## config.mk

```make
export PLATFORM = sky130hd
export DESIGN_NAME = ctrl_sequencer
export DESIGN_NICKNAME = d
export VERILOG_FILES = /design/src/rtl/ctrl_sequencer.sv
export SDC_FILE = /design/constraint.sdc
export NUM_CORES = 1
export LEC_CHECK = 0
export CAP_MARGIN = 20
export CORE_MARGIN = 4
export CORE_UTILIZATION = 42
export CTS_BUF_LIST = sky130_fd_sc_hd__clkbuf_16
export CTS_CLUSTER_SIZE = 8
export DETAILED_ROUTE_END_ITERATION = 8
export PLACE_DENSITY = 0.76
export SETUP_SLACK_MARGIN = 0.3
export SYNTH_ARGS = -nofsm -noshare
export SYNTH_HDL_FRONTEND = slang
export SYNTH_SLANG_ARGS = --single-unit
```

## constraint.sdc

```tcl
create_clock -name clk -period 1.9 [get_ports clk]
set_clock_uncertainty 0.15 [all_clocks]
set_input_delay 0.57 -clock clk [delete_from_list [all_inputs] [get_ports clk]]
set_output_delay 0.57 -clock clk [all_outputs]
set_load 0.02 [all_outputs]
```

## src/rtl/ctrl_sequencer.sv

```systemverilog
`default_nettype none
//------------------------------------------------------------------------------
// Module   : ctrl_sequencer
// Brief    : Fetch/wait/execute controller for the 8-bit accumulator softcore.
//            Owns the PC, fetches over a req/valid handshake, decodes each
//            instruction into a one-hot ALU mode plus operand selects and
//            write strobes, and resolves branches from latched ALU flags.
// Options  : CTRL_SEQ_IMEM_TIMEOUT_EN - bound the WAIT state to TIMEOUT_CYCLES;
//            on expiry pulse illegal and halt.
// Revision : 1.0 - initial release
//------------------------------------------------------------------------------

`ifndef ALU_MODE_COUNT
`define ALU_MODE_COUNT 7
`endif
`ifndef ALU_FLAG_COUNT
`define ALU_FLAG_COUNT 2
`endif

module ctrl_sequencer #(
  parameter int          BIT_COUNT      = 8,
  parameter int unsigned RESET_PC       = 0,
  parameter int          TIMEOUT_CYCLES = 15
) (
  input  logic                       clk,
  input  logic                       rst_n,
  input  logic                       run,
  output logic                       imem_req,
  output logic [BIT_COUNT-1:0]       imem_addr,
  input  logic                       imem_valid,
  input  logic [BIT_COUNT-1:0]       imem_rdata,
  output logic [`ALU_MODE_COUNT-1:0] alu_mode,
  input  logic [`ALU_FLAG_COUNT-1:0] alu_flags,
  output logic                       b_sel_imm,
  output logic [3:0]                 imm,
  output logic [2:0]                 rf_raddr,
  output logic [2:0]                 rf_waddr,
  output logic                       rf_we,
  output logic                       acc_we,
  output logic [BIT_COUNT-1:0]       pc,
  output logic                       halted,
  output logic                       illegal
);

  // One-hot bit positions within alu_mode
  localparam int c_MODE_ADD    = 0;
  localparam int c_MODE_SHIFT  = 1;
  localparam int c_MODE_NOT    = 2;
  localparam int c_MODE_AND    = 3;
  localparam int c_MODE_OR     = 4;
  localparam int c_MODE_XOR    = 5;
  localparam int c_MODE_BYPASS = 6;

  // Flag positions within alu_flags / r_flags_q
  localparam int c_FLAG_EQ = 0;
  localparam int c_FLAG_GT = 1;

  localparam logic [BIT_COUNT-1:0] c_RESET_PC = BIT_COUNT'(RESET_PC);
  localparam logic [BIT_COUNT-1:0] c_PC_ONE   = BIT_COUNT'(1);

  typedef enum logic [2:0] {
    S_IDLE  = 3'd0,
    S_FETCH = 3'd1,
    S_WAIT  = 3'd2,
    S_EXEC  = 3'd3,
    S_HALT  = 3'd4
  } state_t;

  state_t                       r_state;
  state_t                       w_next_state;
  logic [BIT_COUNT-1:0]         r_pc;
  logic [BIT_COUNT-1:0]         w_pc_next;
  logic [BIT_COUNT-1:0]         r_ir;
  logic [`ALU_FLAG_COUNT-1:0]   r_flags_q;
  logic                         w_ir_load;
  logic                         w_flags_load;
  logic                         w_illegal;
  logic [3:0]                   w_opcode;
  logic [BIT_COUNT-1:0]         w_offset;

  assign w_opcode = r_ir[7:4];
  // Branch offset is the low nibble, sign-extended to PC width
  assign w_offset = {{(BIT_COUNT-4){r_ir[3]}}, r_ir[3:0]};

`ifdef CTRL_SEQ_IMEM_TIMEOUT_EN
  localparam int c_CNT_W = $clog2(TIMEOUT_CYCLES + 1);
  localparam logic [c_CNT_W-1:0] c_CNT_LAST = c_CNT_W'(TIMEOUT_CYCLES - 1);
  logic [c_CNT_W-1:0] r_wait_cnt;

  // Wait counter: cleared while requesting, counts each cycle spent in WAIT
  always_ff @(posedge clk or negedge rst_n) begin
    if (!rst_n) begin
      r_wait_cnt <= '0;
    end else if (r_state == S_FETCH) begin
      r_wait_cnt <= '0;
    end else if (r_state == S_WAIT) begin
      r_wait_cnt <= r_wait_cnt + c_CNT_W'(1);
    end
  end
`endif

  // State, PC, instruction and flag registers
  always_ff @(posedge clk or negedge rst_n) begin
    if (!rst_n) begin
      r_state   <= S_IDLE;
      r_pc      <= c_RESET_PC;
      r_ir      <= '0;
      r_flags_q <= '0;
    end else begin
      r_state <= w_next_state;
      r_pc    <= w_pc_next;
      if (w_ir_load) begin
        r_ir <= imem_rdata;
      end
      if (w_flags_load) begin
        r_flags_q <= alu_flags;
      end
    end
  end

  // Next-state, decode and strobe generation
  always_comb begin
    w_next_state = r_state;
    w_pc_next    = r_pc;
    w_ir_load    = 1'b0;
    w_flags_load = 1'b0;
    w_illegal    = 1'b0;
    imem_req     = 1'b0;
    alu_mode     = '0;
    b_sel_imm    = 1'b0;
    rf_we        = 1'b0;
    acc_we       = 1'b0;

    case (r_state)
      S_IDLE: begin
        if (run) begin
          w_next_state = S_FETCH;
        end
      end

      S_FETCH: begin
        imem_req     = 1'b1;
        w_next_state = S_WAIT;
      end

      S_WAIT: begin
        if (imem_valid) begin
          w_ir_load    = 1'b1;
          w_next_state = S_EXEC;
        end
`ifdef CTRL_SEQ_IMEM_TIMEOUT_EN
        else if (r_wait_cnt == c_CNT_LAST) begin
          w_illegal    = 1'b1;
          w_next_state = S_HALT;
        end
`endif
      end

      S_EXEC: begin
        w_next_state = S_FETCH;
        w_pc_next    = r_pc + c_PC_ONE;
        case (w_opcode)
          4'h1: begin alu_mode[c_MODE_ADD]   = 1'b1; acc_we = 1'b1; end
          4'h2: begin alu_mode[c_MODE_ADD]   = 1'b1; b_sel_imm = 1'b1; acc_we = 1'b1; end
          4'h3: begin alu_mode[c_MODE_SHIFT] = 1'b1; acc_we = 1'b1; end
          4'h4: begin alu_mode[c_MODE_SHIFT] = 1'b1; b_sel_imm = 1'b1; acc_we = 1'b1; end
          4'h5: begin alu_mode[c_MODE_NOT]   = 1'b1; acc_we = 1'b1; end
          4'h6: begin alu_mode[c_MODE_AND]   = 1'b1; acc_we = 1'b1; end
          4'h7: begin alu_mode[c_MODE_OR]    = 1'b1; acc_we = 1'b1; end
          4'h8: begin
            alu_mode[c_MODE_XOR] = 1'b1;
            acc_we               = 1'b1;
            w_flags_load         = 1'b1;
          end
          4'h9: begin
            // r7 is reserved as a destination: the write is dropped
            alu_mode[c_MODE_BYPASS] = 1'b1;
            rf_we                   = (r_ir[2:0] != 3'd7);
          end
          4'hA: begin
            if (r_flags_q[c_FLAG_EQ]) begin
              w_pc_next = r_pc + w_offset;
            end
          end
          4'hB: begin
            if (r_flags_q[c_FLAG_GT]) begin
              w_pc_next = r_pc + w_offset;
            end
          end
          4'hC: w_pc_next = r_pc + w_offset;
          4'hD, 4'hE: w_illegal = 1'b1;
          4'hF: begin
            w_pc_next    = r_pc;
            w_next_state = S_HALT;
          end
          default: ;
        endcase
      end

      S_HALT: ;

      default: w_next_state = S_IDLE;
    endcase
  end

  assign imem_addr = r_pc;
  assign pc        = r_pc;
  assign imm       = r_ir[3:0];
  assign rf_raddr  = r_ir[2:0];
  assign rf_waddr  = r_ir[2:0];
  assign halted    = (r_state == S_HALT);
  assign illegal   = w_illegal;

endmodule

`default_nettype wire

```

==> results.md, run 1 <==
- Clk Latency, worst-skew pair: 0.26 ns
- Site Rows: 22
- Placed cell count: 309
- # Max-Cap Violations: 0
- Combined global-route utilization of all metal layers: about a quarter
- Maximum number of pins on one net before global-route repair: 22
- Run status: complete, but fails checks
- Antenna cells: 0
- Kind of start point of the critical path: flop
- Distinct cell type count after synthesis: 47
- Routability congestion estimate: 0.8159
- Number of antenna violations at the first check in global routing: 0
- Clock tree from TritonCTS: yes
- Class of the most critical setup path: flop to output pin
- CTS hold repair buffers: 0
- Number of enable-type register cells in the synthesized netlist: 0
- Final net count: around 320
- DRC Markers: 0
- Total congestion overflow: 0
- Total length of routed wires: 6604 µm
- Max-slew violations: 0
- Count of non-filler cells in the finished layout: 340
- Class of the most critical hold timing path: flop to flop
- Final hold viol count: 0
- Setup-violating endpoint count in the final report: 20
- WP data arrival: 1.49 ns
- Via count of the first global-routing pass: slightly below 2000
- Final worst hold slack: roughly 0.37 ns
- I/O Buffers: 52
- Area inside the core boundary: 3771 µm²
- Post-synthesis cell type with the largest combined area: sky130_fd_sc_hd__dfrtp_1
- Largest buffer count on any clock path: 2
- Slowest cell delay on critical path: 0.41 ns
- Tightest Pin Transition: about 0.35 ns
- Number of warning messages in the yosys log: 0
- Post-route clock period utilization: 116.4%
- CTS root buf: sky130_fd_sc_hd__clkbuf_16
- Synth Area per Inst: between 8 and 9 µm²
- Summed instance area of the synthesized netlist: 1689 µm²
- Pwr per Cell Area: between 2000 and 2500 nW/µm²
- TritonCTS Buffers: 3
- Post-CTS clock slew at the launch and capture registers of the worst setup and hold paths: around 0.06 ns
- Antenna viol nets, final: 0
- Post-route setup slack: -0.3107 ns
- Vertical die dimension: approximately 71 µm
- Sinks on the clock net: 21
- Most frequent cells after synthesis: 21 x sky130_fd_sc_hd__dfrtp_1, 19 x sky130_fd_sc_hd__buf_4, 14 x sky130_fd_sc_hd__o21ai_0
- Num ports: 53
- Async set-or-reset flop fraction in the synthesized netlist: between 90% and 100%
- Max_slew headroom: between 70% and 80%
- Area growth syn-to-layout: 89.85%
- Required time of the critical path: roughly 1.2 ns
- RSZ-0062 raised after global routing: true
- Maximum fanout count along the critical path: 3
- Detailed-route wire length per cell: 19.42 µm
- Fraction of layout cells with a size suffix above 1: between 60% and 70%
- Top area cells in the synthesized netlist: sky130_fd_sc_hd__dfrtp_1 31%, sky130_fd_sc_hd__buf_4 8.4%, sky130_fd_sc_hd__mux2_2 6.7%, sky130_fd_sc_hd__ha_1 5.9%, sky130_fd_sc_hd__o21ai_0 4.1%
- Library cell with the highest instance count after synthesis: sky130_fd_sc_hd__dfrtp_1
- Gate count of the mapped netlist: 190
- Library cell contributing the largest single delay on the critical path: sky130_fd_sc_hd__dfrtp_1
- First-pass iteration count of the detailed router: 4
- Maximum frequency from static timing analysis: approximately 0.45 GHz
- DRT iter0 DRCs: between 100 and 150
- Area share of the largest cell type after synthesis: a little under a third
- Failing checks: negative setup slack
- Time the worst path needs with I/O delays and setup: 2.211 ns
- Die Outline Area: ~5000 µm²
- First-pass GRT wire length: between 9000 and 10000 µm
- Static Leakage: about 1.4 nW
- HPWL Detailed: roughly 3600 µm
- DR vias/cell: 5.721
- Worst IR Drop VDD: around 0.0014 V
- Overall die width: between 70 and 80 µm
- Series of cell instances along the critical path: and3b_2 > nand2_4 > nor3_4 > and2_4 > buf_6
- Portion of the post-synthesis area used by sequential elements: between 30 and 40%
- Overall via count from detail_route: around 1900
- Register bit count reported by yosys: 21
- Most common flop cell mapped by yosys: sky130_fd_sc_hd__dfrtp_1
- DP Area: between 2000 and 3000 µm²
- Initial cell density of the core: about 45%
- Design Area, Final: 3207 µm²
- Deepest level of the CTS H-tree: 1
- CP Capture Type: output pin
- Number of nets produced by synthesis: between 200 and 250
logic make-up (layout without fill, tap and decap cells):
kind of cell	count (synthesis)	after routing	share of synthesized area, %
buffers and inverters	32	133	12.59
adder cells (fa/ha/maj)	9	9	7.111
flip-flops	21	21	31.11
multiplexers	12	12	8.148
AO/OA/AOI/OAI	41	42	15.11
AND/OR/NAND/NOR	69	69	22.82
XOR/XNOR	6	6	3.112
sequential cells by signal, summed over array words and instances, names as in the netlist:
register / cells
r_ir: 8
r_state: 3
imem_addr: 8
r_flags_q: 2
stage by stage:
step	util, %	setup TNS, ns	setup slack (ns)	power [W]
after detailed placement	69.21	-6.539	-0.4469	0.004685
after floorplan	-	-0.08430	-0.04402	0.003340
after global placement	69.21	-5.993	-0.4051	0.004586
after global routing	85.04	-4.919	-0.3615	0.006868
after CTS	79.06	-2.530	-0.2463	0.005846
final	85.04	-3.982	-0.3107	0.006512
repair_timing:
action                                  4_1_cts  5_1_grt
setup buffers                                18        8
pin swaps                                    20       13
gates resized for setup                     259       45
gates cloned                                  1        0
endpoints found under the setup margin       57       47
per-layer routing:
metal | global-route usage (%) | wire [µm]
met3 | 2.945 | 277
met2 | 43.67 | 3615
met5 | 0 | 0
met4 | 12.32 | 188
met1 | 26.59 | 2522
worst max-delay path, delay by kind of cell (launching register included):
family | cells | cell delay [ns]
and+or+nand+nor | 4 | 0.72
DFF | 1 | 0.41
buffers and inverters | 1 | 0.11
worst paths after layout:
path	startpoint	to	slack (ns)	cells past startpoint
min	r_flags_q[0]	r_flags_q[0]	0.37	1
min reg2reg	r_flags_q[0]	r_flags_q[0]	0.37	1
max in group asynchronous	rst_n	r_ir[3]	0.83	2
min in group asynchronous	rst_n	r_ir[1]	0.52	2
max	r_state[2]	rf_we	-0.31	5
max reg2reg	r_ir[4]	imem_addr[2]	-0.24	8
where the power goes:
part           internal, W  total, W  switching (W)
combinational      0.00263   0.00506        0.00242
sequential        0.000675  0.000979       0.000304
clock             0.000286  0.000474       0.000189
total              0.00360   0.00651        0.00292
cells in the final DEF (no fill, tap or decap), drive strengths merged, types with 6 or more instances in the layout:
| cell | count |
|---|---|
| nand3 | 6 |
| nand2 | 12 |
| dfrtp | 21 |
| clkdlybuf4s50 | 12 |
| ha | 8 |
| a21oi | 10 |
| nor3b | 6 |
| o21ai | 15 |
| mux2 | 11 |
| nor2 | 12 |
| buf | 113 |
area by class of cell:
cell class / count / area, µm²
timing repair buffer: 126 / 1179
fill: 196 / 564.3
multi-input combinational: 138 / 1331
inverter: 3 / 13.76
clock buffer: 3 / 75.07
sequential: 21 / 540.5
clock inverter: 1 / 7.507
tap: 48 / 60.06
No activity file was read; power rests on OpenSTA's default activity.
==> run 2, diff against run 1 <==
- CTS_CLUSTER_DIAMETER: unset -> 40
- GPL_ROUTABILITY_DRIVEN: unset -> 0
==> results of run 2 <==
The final DEF is identical to that of run 1; final timing and power are the same.
